--- src/rtl/dct_transpose_buffer.sv ---
// -----------------------------------------------------------------------------
// dct_transpose_buffer
//
// Sits between the row pass and the column pass of a 2-D 8x8 DCT. Each
// row_valid strobe captures one complete row of eight coefficients. Once a
// block of eight rows is complete, it is streamed out one coefficient per
// cycle in column-major order. Two ping-pong banks allow one block to fill
// while the previous block drains.
//
// Optional feature macro: TRANSPOSE_OVF_EN
//   defined   : overflow is a sticky flag, set whenever a row is dropped
//               because the target bank still holds an undrained block.
//   undefined : overflow is held at 0. Dropped rows are discarded silently.
//
// The storage is split into one small memory per column. A row write then
// touches every column memory at the same address, and a read selects a
// single column memory. Memory contents are not reset.
// -----------------------------------------------------------------------------
module dct_transpose_buffer #(
    parameter int W = 12
) (
    input  logic         clk,
    input  logic         reset,
    input  logic         row_valid,
    input  logic [W-1:0] Y0,
    input  logic [W-1:0] Y1,
    input  logic [W-1:0] Y2,
    input  logic [W-1:0] Y3,
    input  logic [W-1:0] Y4,
    input  logic [W-1:0] Y5,
    input  logic [W-1:0] Y6,
    input  logic [W-1:0] Y7,
    output logic [W-1:0] Xout,
    output logic         out_valid,
    output logic         col_start,
    output logic [2:0]   out_col,
    output logic         block_done,
    output logic         overflow
);

    typedef enum logic {
        S_IDLE   = 1'b0,
        S_STREAM = 1'b1
    } state_t;

    // Incoming row gathered into an array so the column memories can be generated
    logic [W-1:0] y_row [8];

    assign y_row[0] = Y0;
    assign y_row[1] = Y1;
    assign y_row[2] = Y2;
    assign y_row[3] = Y3;
    assign y_row[4] = Y4;
    assign y_row[5] = Y5;
    assign y_row[6] = Y6;
    assign y_row[7] = Y7;

    // Write-side state
    logic       wr_bank_q, wr_bank_d;
    logic [2:0] wr_row_q,  wr_row_d;
    logic [1:0] full_q,    full_d;

    // Read-side state
    state_t     state_q,   state_d;
    logic       rd_bank_q, rd_bank_d;
    logic [2:0] rd_r_q,    rd_r_d;
    logic [2:0] rd_c_q,    rd_c_d;

    // Registered outputs
    logic [W-1:0] xout_q,       xout_d;
    logic         out_valid_q,  out_valid_d;
    logic         col_start_q,  col_start_d;
    logic [2:0]   out_col_q,    out_col_d;
    logic         block_done_q, block_done_d;
    logic         overflow_q,   overflow_d;

    // Handshake between the two sides
    logic         clear_now;
    logic         bank_free;
    logic         wr_en;
    logic [W-1:0] col_rd [8];

    // The last sample of a block releases its bank on this very edge
    assign clear_now = (state_q == S_STREAM) && (rd_r_q == 3'd7) && (rd_c_q == 3'd7);

    // A bank being released on this edge may be refilled on the same edge
    assign bank_free = !full_q[wr_bank_q] || (clear_now && (rd_bank_q == wr_bank_q));
    assign wr_en     = row_valid && bank_free;

`ifdef TRANSPOSE_OVF_EN
    logic row_drop;
    assign row_drop = row_valid && !bank_free;
`endif

    // One memory per column, addressed by {bank, row}
    generate
        for (genvar gi = 0; gi < 8; gi++) begin : g_col
            logic [W-1:0] col_mem [16];

            // Capture coefficient gi of the incoming row
            always_ff @(posedge clk) begin
                if (wr_en) begin
                    col_mem[{wr_bank_q, wr_row_q}] <= y_row[gi];
                end
            end

            assign col_rd[gi] = col_mem[{rd_bank_q, rd_r_q}];
        end
    endgenerate

    // Write pointer advance, bank full flags and the overflow flag
    always_comb begin
        wr_bank_d = wr_bank_q;
        wr_row_d  = wr_row_q;
        full_d    = full_q;

        if (clear_now) begin
            full_d[rd_bank_q] = 1'b0;
        end

        if (wr_en) begin
            if (wr_row_q == 3'd7) begin
                full_d[wr_bank_q] = 1'b1;
                wr_row_d          = 3'd0;
                wr_bank_d         = ~wr_bank_q;
            end else begin
                wr_row_d = wr_row_q + 3'd1;
            end
        end

`ifdef TRANSPOSE_OVF_EN
        overflow_d = overflow_q | row_drop;
`else
        overflow_d = 1'b0;
`endif
    end

    // Read FSM: wait for a full bank, then walk it column by column
    always_comb begin
        state_d      = state_q;
        rd_bank_d    = rd_bank_q;
        rd_r_d       = rd_r_q;
        rd_c_d       = rd_c_q;
        xout_d       = xout_q;
        out_col_d    = out_col_q;
        out_valid_d  = 1'b0;
        col_start_d  = 1'b0;
        block_done_d = 1'b0;

        case (state_q)
            S_IDLE: begin
                if (full_q[rd_bank_q]) begin
                    state_d = S_STREAM;
                    rd_r_d  = 3'd0;
                    rd_c_d  = 3'd0;
                end
            end

            S_STREAM: begin
                xout_d      = col_rd[rd_c_q];
                out_valid_d = 1'b1;
                out_col_d   = rd_c_q;
                col_start_d = (rd_r_q == 3'd0);
                rd_r_d      = rd_r_q + 3'd1;
                if (rd_r_q == 3'd7) begin
                    rd_c_d = rd_c_q + 3'd1;
                    if (rd_c_q == 3'd7) begin
                        block_done_d = 1'b1;
                        rd_bank_d    = ~rd_bank_q;
                        state_d      = S_IDLE;
                    end
                end
            end

            default: begin
                state_d = S_IDLE;
            end
        endcase
    end

    // State and output registers; reset discards any partial block
    always_ff @(posedge clk or posedge reset) begin
        if (reset) begin
            state_q      <= S_IDLE;
            wr_bank_q    <= 1'b0;
            wr_row_q     <= 3'd0;
            full_q       <= 2'b00;
            rd_bank_q    <= 1'b0;
            rd_r_q       <= 3'd0;
            rd_c_q       <= 3'd0;
            xout_q       <= '0;
            out_valid_q  <= 1'b0;
            col_start_q  <= 1'b0;
            out_col_q    <= 3'd0;
            block_done_q <= 1'b0;
            overflow_q   <= 1'b0;
        end else begin
            state_q      <= state_d;
            wr_bank_q    <= wr_bank_d;
            wr_row_q     <= wr_row_d;
            full_q       <= full_d;
            rd_bank_q    <= rd_bank_d;
            rd_r_q       <= rd_r_d;
            rd_c_q       <= rd_c_d;
            xout_q       <= xout_d;
            out_valid_q  <= out_valid_d;
            col_start_q  <= col_start_d;
            out_col_q    <= out_col_d;
            block_done_q <= block_done_d;
            overflow_q   <= overflow_d;
        end
    end

    assign Xout       = xout_q;
    assign out_valid  = out_valid_q;
    assign col_start  = col_start_q;
    assign out_col    = out_col_q;
    assign block_done = block_done_q;
    assign overflow   = overflow_q;

endmodule
--- config.mk ---
export PLATFORM = sky130hd
export DESIGN_NAME = dct_transpose_buffer
export DESIGN_NICKNAME = d
export VERILOG_FILES = /design/src/rtl/dct_transpose_buffer.sv
export SDC_FILE = /design/constraint.sdc
export NUM_CORES = 1
export LEC_CHECK = 0
export ABC_CLOCK_PERIOD_IN_PS = 26000
export BUFFER_PORTS_ARGS = -buffer_cell sky130_fd_sc_hd__buf_4
export CORE_MARGIN = 4
export CORE_UTILIZATION = 25
export DETAILED_ROUTE_END_ITERATION = 10
export SLEW_MARGIN = 40
export SYNTH_ARGS = -nofsm -noshare
export SYNTH_HDL_FRONTEND = slang
export SYNTH_SLANG_ARGS = --single-unit
export TNS_END_PERCENT = 30
--- constraint.sdc ---
create_clock -name clk -period 26 [get_ports clk]
set_clock_uncertainty 0.05 [all_clocks]
set_input_delay 0 -clock clk [delete_from_list [all_inputs] [get_ports clk]]
set_output_delay 0 -clock clk [all_outputs]
set_load 0.02 [all_outputs]
==> run summary <==
The run finished with clean final reports. The tree is rooted in a sky130_fd_sc_hd__clkbuf_16. The area growth from synthesis to layout is 18.1%.

Fill cells in the final layout number 23300. The total of buffers placed on input and output ports is 116. Broken down by cell family, the worst path's largest delay share belongs to buffers and inverters.

The residual overflow from global routing came out at 0. The worst register-to-register path begins at rd_r_q[0]. The core box area came out at 241000 µm². The die footprint is 250000 µm².

The number of setup buffers added after CTS is 0. The hold buffer count at CTS is about 120. The arrival time reported for the critical path endpoint came out at 5.26 ns.

Across the run, the number of max-cap violations was 0. The count of pins over their slew limit came out at 0. The initial antenna violation count is 24. The number of sinks handled by clock tree synthesis came out at 1568.

Entering global routing, the biggest net connects ~130 pins. The latest clock arrival within the worst-skew pair is 0.79 ns. For this block, the routed nets add up to 152 mm of wire. The leakage power figure is 21.5 nW. The count of endpoints failing hold in the final timing report came out at 0. The number of unique standard cell types used by synthesis is 56. The clock passes through at most 3 buffers. For this run, the leading register cell type out of synthesis is sky130_fd_sc_hd__edfxtp_1. From left edge to right edge, the die measures about 500 µm. STA classifies the critical path endpoint as a flop.

The post-cts repair resize count came out at 0. The tightest slew margin relative to the limit is 0.412. The slew at the pin closest to its max-slew limit came out at 0.882 ns. The synthesized design contains around 1600 register bits. Sorting the synthesized cells by area gives the leading types as sky130_fd_sc_hd__edfxtp_1 76%, sky130_fd_sc_hd__mux4_2 12%, sky130_fd_sc_hd__mux2i_1 3.2%, sky130_fd_sc_hd__dfrtp_1 1.3%, sky130_fd_sc_hd__nand2_1 0.83%.

The areal power density over the cells came out at about 70 nW/µm². For this run, asynchronously set or reset flops after synthesis account for 0.0204. sky130_fd_sc_hd__edfxtp_1 takes more of the synthesized area than any other cell.

The analysis attributes to net switching a power of 0.980 mW. In the final layout, the share of cells above drive strength 1 is 0.245. Of the total power, registers draw 0.550.

The number of global-route vias before repair was 29600. The slowest stage of the critical path belongs to the cell sky130_fd_sc_hd__dfrtp_4. In this run, synthesis inferred 1536 flip-flops with an integrated enable. The number of core rows is 180. The total global routing track utilization came out at 0.120. The share of synthesized area in the top cell type comes to 0.763. The average wire per cell in the routed design is 23.8 µm. The number of cells produced by synthesis is 2753. For this configuration, the core starts out at a cell density of 0.251.

Static timing analysis puts the maximum clock frequency at 0.204 GHz. Setup violations remaining at the end of the flow were counted as 0. The worst setup path startpoint is rd_r_q[0]. The internal portion of the total power is just over 4 mW. The via-per-instance ratio came out at 4.55.

Traced cell by cell, the critical path runs through ha_1, ha_1, nand3_1, inv_1, nand2_1, nand3_1, o211ai_1, buf_2, nor3b_1, and2_4, buf_6, buf_4. The first global-routing pass estimated 220 mm of wire. The time the worst path needs with I/O delays and setup came out at between 4 and 5 ns. Setup repair after global routing left no endpoint under its margin. The pre-antenna-repair detailed-routing pass consisted of 7 iterations. TritonCTS built the clock tree. The average cell area after synthesis came out at 22.0 µm². The critical path is of the flop to flop type.

The initial DRC count is 2821. In this run the most critical hold path is launched from Y5[7]. The post-synthesis instance area is just over 60000 µm². The worst hold slack is 0.0421 ns. The overall power of the completed layout came out at 5.04 mW. After the last flow step, the layout net total stands at 3178. The required arrival time at the worst endpoint came out at 26.35 ns. The remaining design rule violation count came out at 0. After legalization and detailed placement, the total HPWL measured around 87 mm.

Across the VDD grid, the largest voltage drop is between 0.00006 and 0.00007 V. 118 I/O pins were placed. The die is 500 µm tall.

The total nets after synthesis came out at about 2900. The type of element launching the critical path is a flop. The number of warnings printed during yosys synthesis came out at 0. The count of nets left with antenna violations after detail routing came out at 0. The post-synthesis sequential area ratio came out at 0.776.

Of the available clock period, the critical path in the final layout requires 0.189. Setup total negative slack on the finished layout was measured at 0 ns. The switching share of total power is 0.194. The largest fanout of any net on the critical path is 49. The proportion of power drawn by combinational gates came out at 0.013. Together, buffers and inverters on the worst path number 4. The area of the multi-input gates is 12500 µm². The H-tree was split into 4 levels. The via count came out at approximately 29000. The routability-driven placement congestion ratio is 0.735.

The share of total power dissipated in the clock network is 0.437. The largest incremental delay on the critical path is 0.90 ns. After clock tree synthesis, the clock-pin slew on the worst setup and hold paths is 0.06 ns. In this run the worst hold path is classified as input pin to flop. The number of buffers created by CTS came out at 159. Summing all flip-flop and latch instances after layout gives 46900 µm².
-- registers in the layout (all words and copies together), names as in the netlist --
register,cells
col_start,1
out_valid,1
full_q,2
state_q,1
rd_c_q,3
rd_r_q,3
out_col,3
block_done,1
g_col.col_mem,1536
wr_row_q,3
wr_bank_q,1
rd_bank_q,1
Xout,12
-- cells in the final DEF, fill, tap and decap left out, types with 27 or more instances in the layout --
master and n:
sky130_fd_sc_hd__edfxtp_1 1536, sky130_fd_sc_hd__clkinv_1 31, sky130_fd_sc_hd__mux4_2 309, sky130_fd_sc_hd__dfrtp_1 27
sky130_fd_sc_hd__nand3_1 39, sky130_fd_sc_hd__clkbuf_1 40, sky130_fd_sc_hd__mux2_2 28, sky130_fd_sc_hd__buf_4 152
sky130_fd_sc_hd__a21oi_1 37, sky130_fd_sc_hd__a22oi_1 44, sky130_fd_sc_hd__dlygate4sd3_1 122, sky130_fd_sc_hd__nand2_1 133
sky130_fd_sc_hd__mux2i_1 195, sky130_fd_sc_hd__clkbuf_16 166, sky130_fd_sc_hd__a31oi_1 49, sky130_fd_sc_hd__clkinv_2 29
-- worst register-to-register path, cell delays in order (launching register included) --
cell,delay (ns)
sky130_fd_sc_hd__dfrtp_4,0.90
sky130_fd_sc_hd__ha_1,0.27
sky130_fd_sc_hd__ha_1,0.28
sky130_fd_sc_hd__nand3_1,0.19
sky130_fd_sc_hd__inv_1,0.17
sky130_fd_sc_hd__nand2_1,0.09
sky130_fd_sc_hd__nand3_1,0.13
sky130_fd_sc_hd__o211ai_1,0.10
sky130_fd_sc_hd__buf_2,0.19
sky130_fd_sc_hd__nor3b_1,0.43
sky130_fd_sc_hd__and2_4,0.40
sky130_fd_sc_hd__buf_6,0.60
sky130_fd_sc_hd__buf_4,0.69
-- area by class of cell --
class | instances | area share
Clock inverter | 81 | 0.00899
Clock buffer | 209 | 0.0609
Timing Repair Buffer | 311 | 0.0406
Sequential cell | 1568 | 0.657
Multi-Input combinational cell | 1015 | 0.175
Inverter | 14 | 0.000841
Tap cell | 3185 | 0.0558
Antenna cell | 4 | 0.000140
-- through the flow --
| stage | worst slack [ns] | cells | instance area (µm²) | util |
|---|---|---|---|---|
| floorplan | 14.68 | 2753 | 60400 | - |
| global placement | 20.50 | 5957 | 64800 | 0.270 |
| detailed placement | 21.05 | 5966 | 65100 | 0.270 |
| CTS | 21.02 | 6378 | 71300 | 0.296 |
| global route | 20.69 | 6385 | 71400 | 0.297 |
| finish | 21.09 | 6387 | 71400 | 0.297 |
-- power groups by stage --
| stage | clock network, mW | logic (mW) | registers [mW] |
|---|---|---|---|
| after floorplan | 0 | 0.000982 | 2.83 |
| after global placement | 0 | 0.0448 | 2.83 |
| after detailed placement | 0 | 0.0481 | 2.83 |
| after CTS | 2.25 | 0.0676 | 2.77 |
| after global routing | 2.35 | 0.0722 | 2.77 |
| final | 2.20 | 0.0659 | 2.77 |
-- metal layers --
layer  up-vias  share of wire  track usage
li1      12200              -            -
met1     15600           0.42        0.161
met2       994           0.50        0.200
met3       224          0.060       0.0217
met4        14          0.024       0.0341
met5         -        0.00054            0
-- cells in the mapped netlist (2+ instances only) --
cell type	instances
sky130_fd_sc_hd__buf_8	3
sky130_fd_sc_hd__nor2_1	16
sky130_fd_sc_hd__mux2_2	28
sky130_fd_sc_hd__clkbuf_4	2
sky130_fd_sc_hd__a2bb2oi_1	14
sky130_fd_sc_hd__a32oi_1	6
sky130_fd_sc_hd__nand2_1	133
sky130_fd_sc_hd__a22oi_1	44
sky130_fd_sc_hd__nor4_1	4
sky130_fd_sc_hd__mux2i_1	195
sky130_fd_sc_hd__a31oi_1	49
sky130_fd_sc_hd__a221oi_1	22
sky130_fd_sc_hd__buf_1	8
sky130_fd_sc_hd__ha_1	10
sky130_fd_sc_hd__dlygate4sd1_1	7
sky130_fd_sc_hd__nand3_1	39
sky130_fd_sc_hd__o21ai_0	18
sky130_fd_sc_hd__mux4_2	309
sky130_fd_sc_hd__a22o_1	2
sky130_fd_sc_hd__nor3_1	4
sky130_fd_sc_hd__o22a_1	4
sky130_fd_sc_hd__nand3b_1	2
sky130_fd_sc_hd__nor2b_1	4
sky130_fd_sc_hd__mux4_1	15
sky130_fd_sc_hd__and2_0	2
sky130_fd_sc_hd__a221oi_2	2
sky130_fd_sc_hd__a21oi_1	37
sky130_fd_sc_hd__inv_1	13
sky130_fd_sc_hd__a211oi_1	5
sky130_fd_sc_hd__clkbuf_1	39
sky130_fd_sc_hd__buf_6	24
sky130_fd_sc_hd__nor3b_1	3
sky130_fd_sc_hd__and2_1	9
sky130_fd_sc_hd__o22ai_1	7
sky130_fd_sc_hd__buf_4	16
sky130_fd_sc_hd__o211ai_1	2
sky130_fd_sc_hd__buf_12	5
sky130_fd_sc_hd__buf_2	50
sky130_fd_sc_hd__a221o_1	18
sky130_fd_sc_hd__edfxtp_1	1536
sky130_fd_sc_hd__dfrtp_1	32
-- worst paths after layout --
check | endpoint | slack (ns) | cells after the start
max | g_col[4].col_mem[10][5] | 21.09 | 12
max in group asynchronous | rd_r_q[1] | 25.02 | 4
min reg2reg | Xout[7] | 0.46 | 2
max reg2reg | g_col[4].col_mem[10][5] | 21.09 | 12
min | g_col[5].col_mem[12][7] | 0.04 | 2
min in group asynchronous | Xout[5] | 0.46 | 4
-- logic make-up (layout without fill, tap and decap cells) --
kind of cell | Yosys count | in the layout | synth area share
adder cells (fa/ha/maj) | 10 | 10 | 0.00207
XOR/XNOR | 2 | 2 | 0.000290
other | 1 | 5 | 0.0000620
multiplexers | 547 | 547 | 0.159
AND/OR/NAND/NOR | 221 | 221 | 0.0160
flip-flops | 1568 | 1568 | 0.776
buffers and inverters | 170 | 615 | 0.0184
AO/OA/AOI/OAI | 234 | 234 | 0.0277
No activity file was read; power rests on OpenSTA's default activity.
